===== src/rtl/uart_pkg.sv =====
// Shared widths, FSM states and calibration constants for the UART auto-baud block.
package uart_pkg;

  localparam int unsigned DVSR_W      = 11;
  localparam int unsigned INTV_W      = 15;
  localparam int unsigned TOTAL_W     = 18;
  localparam int unsigned CALC_W      = 19;
  localparam int unsigned CNT_W       = 4;
  localparam int unsigned CAL_EDGES   = 8;
  localparam int unsigned ROUND_CONST = 64;
  localparam int unsigned ROUND_SHIFT = 7;

  typedef enum logic [2:0] {
    IDLE,
    WAIT_IDLE,
    WAIT_FALL,
    MEASURE,
    CALC
  } state_t;

endpackage


===== src/rtl/uart_sync_edge.sv =====
// Two-flop synchronizer for the asynchronous rx line plus a history flop for edge detection.
module uart_sync_edge (
  input  logic clk_i,
  input  logic rst_ni,
  input  logic rx_i,
  output logic rx_sync,
  output logic rise,
  output logic fall
);

  logic meta;
  logic sync;
  logic hist;

  assign rx_sync = sync;

  // Synchronizer chain resets to the idle-high line level; edge pulses are registered.
  always_ff @(posedge clk_i or negedge rst_ni) begin
    if (!rst_ni) begin
      meta <= 1'b1;
      sync <= 1'b1;
      hist <= 1'b1;
      rise <= 1'b0;
      fall <= 1'b0;
    end else begin
      meta <= rx_i;
      sync <= meta;
      hist <= sync;
      rise <= sync & ~hist;
      fall <= hist & ~sync;
    end
  end

endmodule


===== src/rtl/uart_autobaud.sv =====
// Measures a 0x55 calibration character on rx and derives the 16x-oversampling baud divisor.
module uart_autobaud
  import uart_pkg::*;
#(
  parameter logic [DVSR_W-1:0] DVSR_DEFAULT = 11'd27,
  parameter logic [INTV_W-1:0] TIMEOUT      = 15'd32767
) (
  input  logic              clk_i,
  input  logic              rst_ni,
  input  logic              rx_i,
  input  logic              start_i,
  output logic [DVSR_W-1:0] dvsr_o,
  output logic              locked_o,
  output logic              busy_o,
  output logic              err_o
);

  state_t               state, state_d;
  logic [INTV_W-1:0]    intv, intv_d;
  logic [INTV_W-1:0]    i0, i0_d;
  logic [TOTAL_W-1:0]   total, total_d;
  logic [CNT_W-1:0]     cnt, cnt_d;
  logic [DVSR_W-1:0]    dvsr_d;
  logic                 locked_d;
  logic                 busy_d;
  logic                 err_d;

  logic                 rx_sync;
  logic                 rise;
  logic                 fall;
  logic                 edge_any;

  logic [INTV_W:0]      intv_ext;
  logic [INTV_W:0]      tol_lo;
  logic [INTV_W:0]      tol_hi;
  logic                 out_of_tol;
  logic                 last_edge;
  logic [CALC_W-1:0]    calc_sum;
  logic [CALC_W-1:0]    calc_res;
  logic                 res_bad;

  uart_sync_edge u_sync_edge (
    .clk_i   (clk_i),
    .rst_ni  (rst_ni),
    .rx_i    (rx_i),
    .rx_sync (rx_sync),
    .rise    (rise),
    .fall    (fall)
  );

  // Interval window is +/-25% of the first interval; divisor is total/128 rounded.
  assign edge_any   = rise | fall;
  assign intv_ext   = {1'b0, intv};
  assign tol_lo     = {1'b0, i0} - {3'b000, i0[INTV_W-1:2]};
  assign tol_hi     = {1'b0, i0} + {3'b000, i0[INTV_W-1:2]};
  assign out_of_tol = (intv_ext < tol_lo) || (intv_ext > tol_hi);
  assign last_edge  = (cnt == CNT_W'(CAL_EDGES - 1));
  assign calc_sum   = CALC_W'(total) + CALC_W'(ROUND_CONST);
  assign calc_res   = calc_sum >> ROUND_SHIFT;
  assign res_bad    = (calc_res == '0) || (calc_res[CALC_W-1:DVSR_W] != '0);

  // State, counters and registered outputs.
  always_ff @(posedge clk_i or negedge rst_ni) begin
    if (!rst_ni) begin
      state    <= IDLE;
      intv     <= '0;
      i0       <= '0;
      total    <= '0;
      cnt      <= '0;
      dvsr_o   <= DVSR_DEFAULT;
      locked_o <= 1'b0;
      busy_o   <= 1'b0;
      err_o    <= 1'b0;
    end else begin
      state    <= state_d;
      intv     <= intv_d;
      i0       <= i0_d;
      total    <= total_d;
      cnt      <= cnt_d;
      dvsr_o   <= dvsr_d;
      locked_o <= locked_d;
      busy_o   <= busy_d;
      err_o    <= err_d;
    end
  end

  // Next-state logic: arm, wait for idle line, time 8 edges, then compute the divisor.
  always_comb begin
    state_d  = state;
    intv_d   = intv;
    i0_d     = i0;
    total_d  = total;
    cnt_d    = cnt;
    dvsr_d   = dvsr_o;
    locked_d = locked_o;
    err_d    = 1'b0;

    case (state)
      IDLE: begin
        if (start_i) begin
          state_d  = WAIT_IDLE;
          locked_d = 1'b0;
        end
      end

      WAIT_IDLE: begin
        if (rx_sync) begin
          state_d = WAIT_FALL;
        end
      end

      WAIT_FALL: begin
        if (fall) begin
          intv_d  = '0;
          total_d = '0;
          cnt_d   = '0;
          state_d = MEASURE;
        end
      end

      MEASURE: begin
        if (edge_any) begin
          total_d = total + TOTAL_W'(intv);
          cnt_d   = cnt + CNT_W'(1);
          intv_d  = INTV_W'(1);
          if (cnt == '0) begin
            i0_d = intv;
          end
          if ((cnt != '0) && out_of_tol) begin
            err_d   = 1'b1;
            state_d = IDLE;
          end else if (last_edge) begin
            state_d = CALC;
          end
        end else if (intv == TIMEOUT) begin
          err_d   = 1'b1;
          state_d = IDLE;
        end else begin
          intv_d = intv + INTV_W'(1);
        end
      end

      CALC: begin
        state_d = IDLE;
        if (res_bad) begin
          err_d = 1'b1;
        end else begin
          dvsr_d   = calc_res[DVSR_W-1:0];
          locked_d = 1'b1;
        end
      end

      default: begin
        state_d = IDLE;
      end
    endcase

    busy_d = (state_d != IDLE);
  end

endmodule


===== config.mk =====
export PLATFORM = sky130hd
export DESIGN_NAME = uart_autobaud
export DESIGN_NICKNAME = d
export VERILOG_FILES = /design/src/rtl/uart_pkg.sv /design/src/rtl/uart_sync_edge.sv /design/src/rtl/uart_autobaud.sv
export SDC_FILE = /design/constraint.sdc
export NUM_CORES = 1
export LEC_CHECK = 0
export CORE_MARGIN = 5
export CORE_UTILIZATION = 57
export CTS_CLUSTER_DIAMETER = 150
export DETAILED_ROUTE_END_ITERATION = 10
export MAX_ROUTING_LAYER = met4
export PLACE_DENSITY = 0.79
export SYNTH_ARGS = -nofsm -noshare
export SYNTH_HDL_FRONTEND = slang
export SYNTH_SLANG_ARGS = --single-unit

===== constraint.sdc =====
create_clock -name clk_i -period 3.56 [get_ports clk_i]
set_input_delay 0.712 -clock clk_i [delete_from_list [all_inputs] [get_ports clk_i]]
set_output_delay 0.712 -clock clk_i [all_outputs]
set_load 0.02 [all_outputs]

After elaboration in Yosys (flattened, before gate mapping)
Index checks and enable logic that the tools add are counted.
{ "word_totals": {"reg_bits": 74, "input_bits": 4, "elab_cells": 80} }
{ "classes": {"n_addsub": 6, "n_lt_le_gt_ge": 2, "eq_ne": 11, "n_mux": 26, "n_bitwise": 6, "n_reduce_logical": 15} }
{ "op_table": {"columns": ["cell", "count"], "rows": [
  ["15-bit 2-to-1 mux", 3],
  ["18-bit 2-to-1 mux", 2],
  ["18-bit case mux with 2 select lines", 1],
  ["15-bit case mux with 2 select lines", 1],
  ["3-bit 2-to-1 mux", 7],
  ["18-bit by 7-bit adder with 19-bit output, second input constant", 1],
  ["19-bit zero test", 1],
  ["18-bit by 15-bit adder with 18-bit output", 1],
  ["15-bit by 13-bit adder with 16-bit output", 1],
  ["15-bit by 16-bit greater-than comparator with 1-bit output", 1],
  ["15-bit by 16-bit < comparator with 1-bit output", 1],
  ["15-bit by 13-bit subtractor with 16-bit output", 1],
  ["15-bit by 1-bit adder with 15-bit output, second input constant", 1],
  ["15-bit equality test, second input constant", 1],
  ["3-bit case mux with 4 select lines", 1],
  ["3-bit AND reduction", 4],
  ["4-bit 2-to-1 mux", 2],
  ["4-bit case mux with 2 select lines", 1],
  ["3-bit by 2-bit equality test with 1-bit output, second input constant", 2],
  ["1-bit 2-to-1 mux", 6],
  ["2-bit inequality test, second input constant", 3],
  ["4-bit by 1-bit adder with 4-bit output, second input constant", 1],
  ["4-bit by 3-bit equality test with 1-bit output, second input constant", 1],
  ["4-bit zero test", 1],
  ["other kinds (15)", 21]
]} }

Depth between registers and ports, before layout
Gate-level depths: netlist of run 1.
{ "depth": {"ltp_word": 8, "depth_mapped": 20, "mapped_depth_nobuf": 20} }

Modules after synthesis
Synthesis of run 1 repeated with hierarchy kept, for this count alone.
{ "hier_totals": {"cells_unflattened": 689, "area_unflattened_um2": 6070.8} }
{ "by_module_without_submodules": {"columns": ["module", "instances", "cells_per_inst", "area_each_um2", "seq_area_each_um2"], "rows": [
  ["uart_autobaud", 1, 682, 5926.9, 1731.7],
  ["uart_sync_edge", 1, 7, 143.9, 128.9]
]} }

Worst setup path before layout of run 1
No wires, ideal clock.
{ "synth_timing": {"path_kind": "reg-to-reg", "from": "register i0[0]", "to": "register state[1]", "arrival_ns": 3.743, "setup_slack_ns": -0.337, "stages_incl_launch_ff": 21, "path_buffers": 0, "period_less_slack_ns": 3.897, "cell_sequence": "dfrtp_1 > inv_1 > ha_1 > inv_1 > fa_1 > a21o_1 > a21oi_1 > o21bai_1 > a211o_1 > a31oi_1 > o21bai_1 > a21oi_1 > xor2_1 > ha_1 > nand4_1 > nor2_1 > a2111oi_0 > a31oi_1 > o32ai_1 > a211o_1 > o311ai_0"} }
{ "synth_via": {"elab_chain_cells": 7, "word_cells_on_any_way": 9, "cone_classes": "add/sub: 2; order compare: 2; mux: 3; reduce/logical: 2"} }
{ "synth_rtl": {"columns": ["element", "line", "source"], "rows": [
  ["start, declared", "uart_autobaud.sv:20", "logic [INTV_W-1:0] i0, i0_d;"],
  ["start signal, assigned", "uart_autobaud.sv:77", "i0 <= i0_d;"],
  ["15-bit by 13-bit subtractor with 16-bit output / 15-bit by 13-bit adder with 16-bit output (equally long branches)", "uart_autobaud.sv:54, uart_autobaud.sv:55", null],
  ["15-bit by 16-bit < comparator with 1-bit output / 15-bit by 16-bit greater-than comparator with 1-bit output (equally long branches)", "uart_autobaud.sv:56", "assign out_of_tol = (intv_ext < tol_lo) || (intv_ext > tol_hi);"],
  ["1-bit logical OR *", "uart_autobaud.sv:56", null],
  ["1-bit logical AND *", "uart_autobaud.sv:129", "if ((cnt != '0) && out_of_tol) begin"],
  ["3-bit 2-to-1 mux *", "uart_autobaud.sv:129", null],
  ["3-bit 2-to-1 mux *", "uart_autobaud.sv:122", "if (edge_any) begin"],
  ["3-bit case mux with 4 select lines *", "uart_autobaud.sv:98", "case (state)"],
  ["net state_d[1]", "uart_autobaud.sv:18", "state_t state, state_d;"],
  ["end signal, assigned", "uart_autobaud.sv:75", "state <= state_d;"],
  ["end, declared", "uart_autobaud.sv:18", null]
]} }
The timed path passes the listed nets; every way through them passes the cells marked *.
A chain may end at the register's enable or synchronous reset.

Worst setup path after layout of run 1
{ "layout_timing": {"from": "register i0[0]", "to": "register busy_o"} }
{ "layout_via": {"elab_chain_cells": 8, "word_cells_on_any_way": 10, "cone_classes": "add/sub: 2; order compare: 2; mux: 3; reduce/logical: 3"} }
{ "layout_rtl": {"columns": ["element", "line", "source"], "rows": [
  ["15-bit by 13-bit subtractor with 16-bit output / 15-bit by 13-bit adder with 16-bit output (equally long branches)", "uart_autobaud.sv:54, uart_autobaud.sv:55", null],
  ["15-bit by 16-bit < comparator with 1-bit output / 15-bit by 16-bit greater-than comparator with 1-bit output (equally long branches)", "uart_autobaud.sv:56", null],
  ["1-bit logical OR *", "uart_autobaud.sv:56", null],
  ["1-bit logical AND *", "uart_autobaud.sv:129", null],
  ["3-bit 2-to-1 mux *", "uart_autobaud.sv:129", null],
  ["3-bit 2-to-1 mux *", "uart_autobaud.sv:122", null],
  ["3-bit case mux with 4 select lines *", "uart_autobaud.sv:98", null],
  ["3-bit nonzero test *", "uart_autobaud.sv:158", "busy_d = (state_d != IDLE);"],
  ["net busy_d", "uart_autobaud.sv:25", "logic busy_d;"],
  ["end signal, assigned", "uart_autobaud.sv:82", "busy_o <= busy_d;"],
  ["end, declared", "uart_autobaud.sv:14", "output logic busy_o,"]
]} }
Marked as above.

==> results of run 1 <==
## worst max-delay path, cell delays in order (launching register included)
cell       delay (ps)
dfrtp_1           410
inv_2              90
ha_4              140
inv_2              30
fa_2              340
a21o_1            180
a21oi_2           150
o21bai_1          100
a211o_1           280
a31oi_2           160
o21bai_1           80
a21oi_1           170
xor2_1            180
ha_1              260
nand4_1           130
nor2_2             70
a2111oi_2         250
a31oi_1           150
o32ai_1           270
a211o_1           260
o211ai_1          110
## stage by stage
step                      setup WS [ps]  instance area [µm²]  total power (µW)
after floorplan                    -209                 5920              1690
after global placement             -389                 6600              1980
after detailed placement           -563                 6600              2010
after CTS                          -350                 6870              2650
after global routing               -601                 6900              2850
final                              -389                 6900              2680
## flip-flops by register name (all words and copies together), names as in the netlist, 3 cells and up
| signal | cells |
|---|---|
| cnt | 4 |
| state | 3 |
| dvsr_o | 11 |
| intv | 15 |
| total | 18 |
| i0 | 15 |
## power groups by stage
stage          clock network, µW  logic (µW)  registers (µW)
4_1_cts                      619        1030             997
6_report                     610        1070            1000
3_3_place_gp                   0         968            1010
2_1_floorplan                  0         711             978
5_1_grt                      659        1180            1010
3_5_place_dp                   0        1000            1010
## final cells by class
class / count / area (µm²)
Tap cell: 136 / 170
Clock buffer: 9 / 124
Clock inverter: 7 / 50.0
Timing Repair Buffer: 80 / 644
Multi-Input combinational cell: 534 / 3910
Inverter: 38 / 143
Sequential cell: 74 / 1860
Fill cell: 818 / 3330
## kinds of logic after synthesis
group           share of synthesized area [%]
mux                                      3.17
compound gates                           18.3
fa+ha+maj                                16.9
flops                                    31.5
xor+xnor                                 7.85
simple gates                             18.2
buf+inv                                  4.06
## what timing repair did
item / CTS / global route
hold buffers: 0 / 0
endpoints found under the setup margin: 5 / 5
setup buffers: 3 / 2
gates resized for setup: 19 / 4
pin swaps: 14 / 2
## cell usage in the layout, fill, tap and decap left out, drive strengths merged, types with 11 or more instances in the layout
cell	netlist	routed
a21oi	35	35
buf	5	64
clkdlybuf4s50	0	16
dfrtp	67	67
ha	75	75
inv	38	41
mux2	11	11
nand2	57	57
nand3	31	31
nand4	14	14
nor2	49	49
nor2b	11	11
o21ai	62	62
o21bai	12	12
xnor2	33	33
xor2	20	20
## worst paths after layout
kind	start	to	slack (ps)	depth (start not counted)
min in group asynchronous	rst_ni	i0[5]	490	1
max in group asynchronous	rst_ni	dvsr_o[8]	2440	1
max reg2reg	i0[0]	busy_o	-390	20
max	i0[0]	busy_o	-390	20
min	u_sync_edge.meta	u_sync_edge.rx_sync	360	0
min reg2reg	u_sync_edge.meta	u_sync_edge.rx_sync	360	0
## metal layers
metal  part of all wire, %  routed length [µm]
met2                    51                7610
met4                   2.0                 300
met3                   4.3                 642
met1                    43                6460
met5                     0                   0
## Yosys cell counts, types with 2 or more instances
| cell | number |
|---|---|
| o31ai_1 | 6 |
| a211o_1 | 3 |
| nand2b_1 | 9 |
| nor2b_1 | 11 |
| ha_1 | 75 |
| xor2_1 | 20 |
| nand3_2 | 2 |
| nor2_1 | 49 |
| o21bai_1 | 12 |
| a211oi_1 | 8 |
| o21ai_0 | 61 |
| o41ai_1 | 4 |
| o21a_1 | 7 |
| and3_1 | 9 |
| a2111oi_0 | 2 |
| and2_1 | 4 |
| dfstp_2 | 7 |
| o32ai_1 | 2 |
| buf_2 | 5 |
| nor4_1 | 4 |
| nand3_1 | 28 |
| o211ai_1 | 2 |
| dfrtp_1 | 67 |
| a21o_1 | 10 |
| nand2_1 | 57 |
| nor3_1 | 10 |
| a31oi_1 | 6 |
| mux2i_1 | 6 |
| fa_1 | 3 |
| or4_1 | 3 |
| inv_1 | 38 |
| or3_1 | 3 |
| nand4_1 | 14 |
| clkbuf_1 | 18 |
| xnor2_1 | 33 |
| mux2_2 | 10 |
| a21oi_1 | 35 |
==> out/metrics.csv, run 1 <==
stage,metric,value,unit
status,status,"complete, but fails checks",
status,violations,negative setup slack,
pwr,internal_power,1650,µW
cts,htreeDepth,3,
sta,timing.final.crit_share,111,%
sta,layout_setup_ws,-389,ps
yosys,ys_types,64,
worst_setup_path,path_max_fanout,5,
worst_setup_path,crit_arrival,4130,ps
grt,use_met2,43.4,%
grt,grt.met1_usage,29.4,%
placed_design,dp_cells,857,
floorplan,die_area,12500,µm²
pwr,switching_share,38.5,%
cts,cts.sinks,74,
worst_setup_path,required,3740,ps
grt,met3_usage,3.91,%
placed_design,gp_congestion,0.905,
final_layout,drive_gt1_share,16.8,%
sta,worst_pin_slew,1240,ps
cts,clkTransAtPathRegs,90,ps
route,drtPass1Iterations,5,
grt,grt_pass1_wl,25100,µm
grt,grt_usage,24.8,%
yosys,synthFlopType,dfrtp_1,
route,postRouteAntennaNets,0,
yosys,synth-warning-count,0,
route,drc_errors,0,
worst_setup_path,cp-start-kind,flip-flop,
cts,cts_buffer_depth,2,
grt,grt-ovfl-total,0,
sta,rsz0062_at_grt,yes,
placed_design,io_buffer_count,17,
pwr,p_leak,0.00329,µW
final_layout,utilization,67.5,%
final_layout,stdcell_count,878,
pwr,clock_power_share,22.7,%
floorplan,die_w,112,µm
grt,grt_max_degree,75,
job,max_cap_violations,0,
floorplan,io_pins,18,
final_layout,antenna_cells,0,
worst_setup_path,criticalPathCategory,reg2reg,
floorplan,core_area,10200,µm²
route,postRouteWirelength,15000,µm
grt,grt_pass1_vias,5408,
yosys,avgSynthCellArea,8.82,µm²
sta,whs,360,ps
pwr,comb_power_share,40.0,%
yosys,yosysTopAreaCellShare,28.4,%
min_path,hold_class,reg2reg,
pwr,pwr-share-seq,37.3,%
yosys,synthTopCellsByArea,"dfrtp_1 (28%), ha_1 (16%), o21ai_0 (5.2%)",
yosys,syn_nets,752,
cts,cts-root-buf,clkbuf_8,
sta,max_freq,253,MHz
pwr,p_per_area,389,nW/µm²
floorplan,fp.dieH,112,µm
final_layout,syn2layout_area_growth,16.8,%
cts,cts_tree,built,
sta,setup_viol,5,
sta,clock-skew-final,7.90,ps
sta,relSlewSlack,17.1,%
yosys,async_flop_share,100,%
floorplan,start_util,57.8,%
yosys,synth_edf_count,0,
sta,post-route-min-period,3950,ps
sta,fin_tns_setup,-1870,ps
yosys,ys_ff_latch,74,
sta,slew_viol_final,0,
yosys,ys_seq_area_share,31.5,%
floorplan,row_count,37,
grt,busiest_layer,met2,
route,vias,5247,
worst_setup_path,cp-end-kind,flip-flop,
route,drt_iter0_drc,439,
route,post_drt_wl_per_cell,17.1,µm
pwr,peakVddDrop,0.000229,V
yosys,syn-instance-count,670,
cts,cts_buffers,9,
placed_design,dp_hpwl,11100,µm
sta,hold_viol,0,
cts,worstSkewPairLatency,350,ps
final_layout,final_net_count,819,
grt,antenna_found_initial,0,
route,via_per_inst,5.98,
yosys,synthesis.area,5910,µm²
pwr,p_switching,1030,µW
yosys,yosys.area.top_type,dfrtp_1,
Power figures use the tool's default switching activity.
==> inputs of run 2 (changes only) <==
Settings changed: CTS_CLUSTER_SIZE set to 24.
==> results of run 2 <==
Final layout, timing and power as in run 1 (identical DEF).
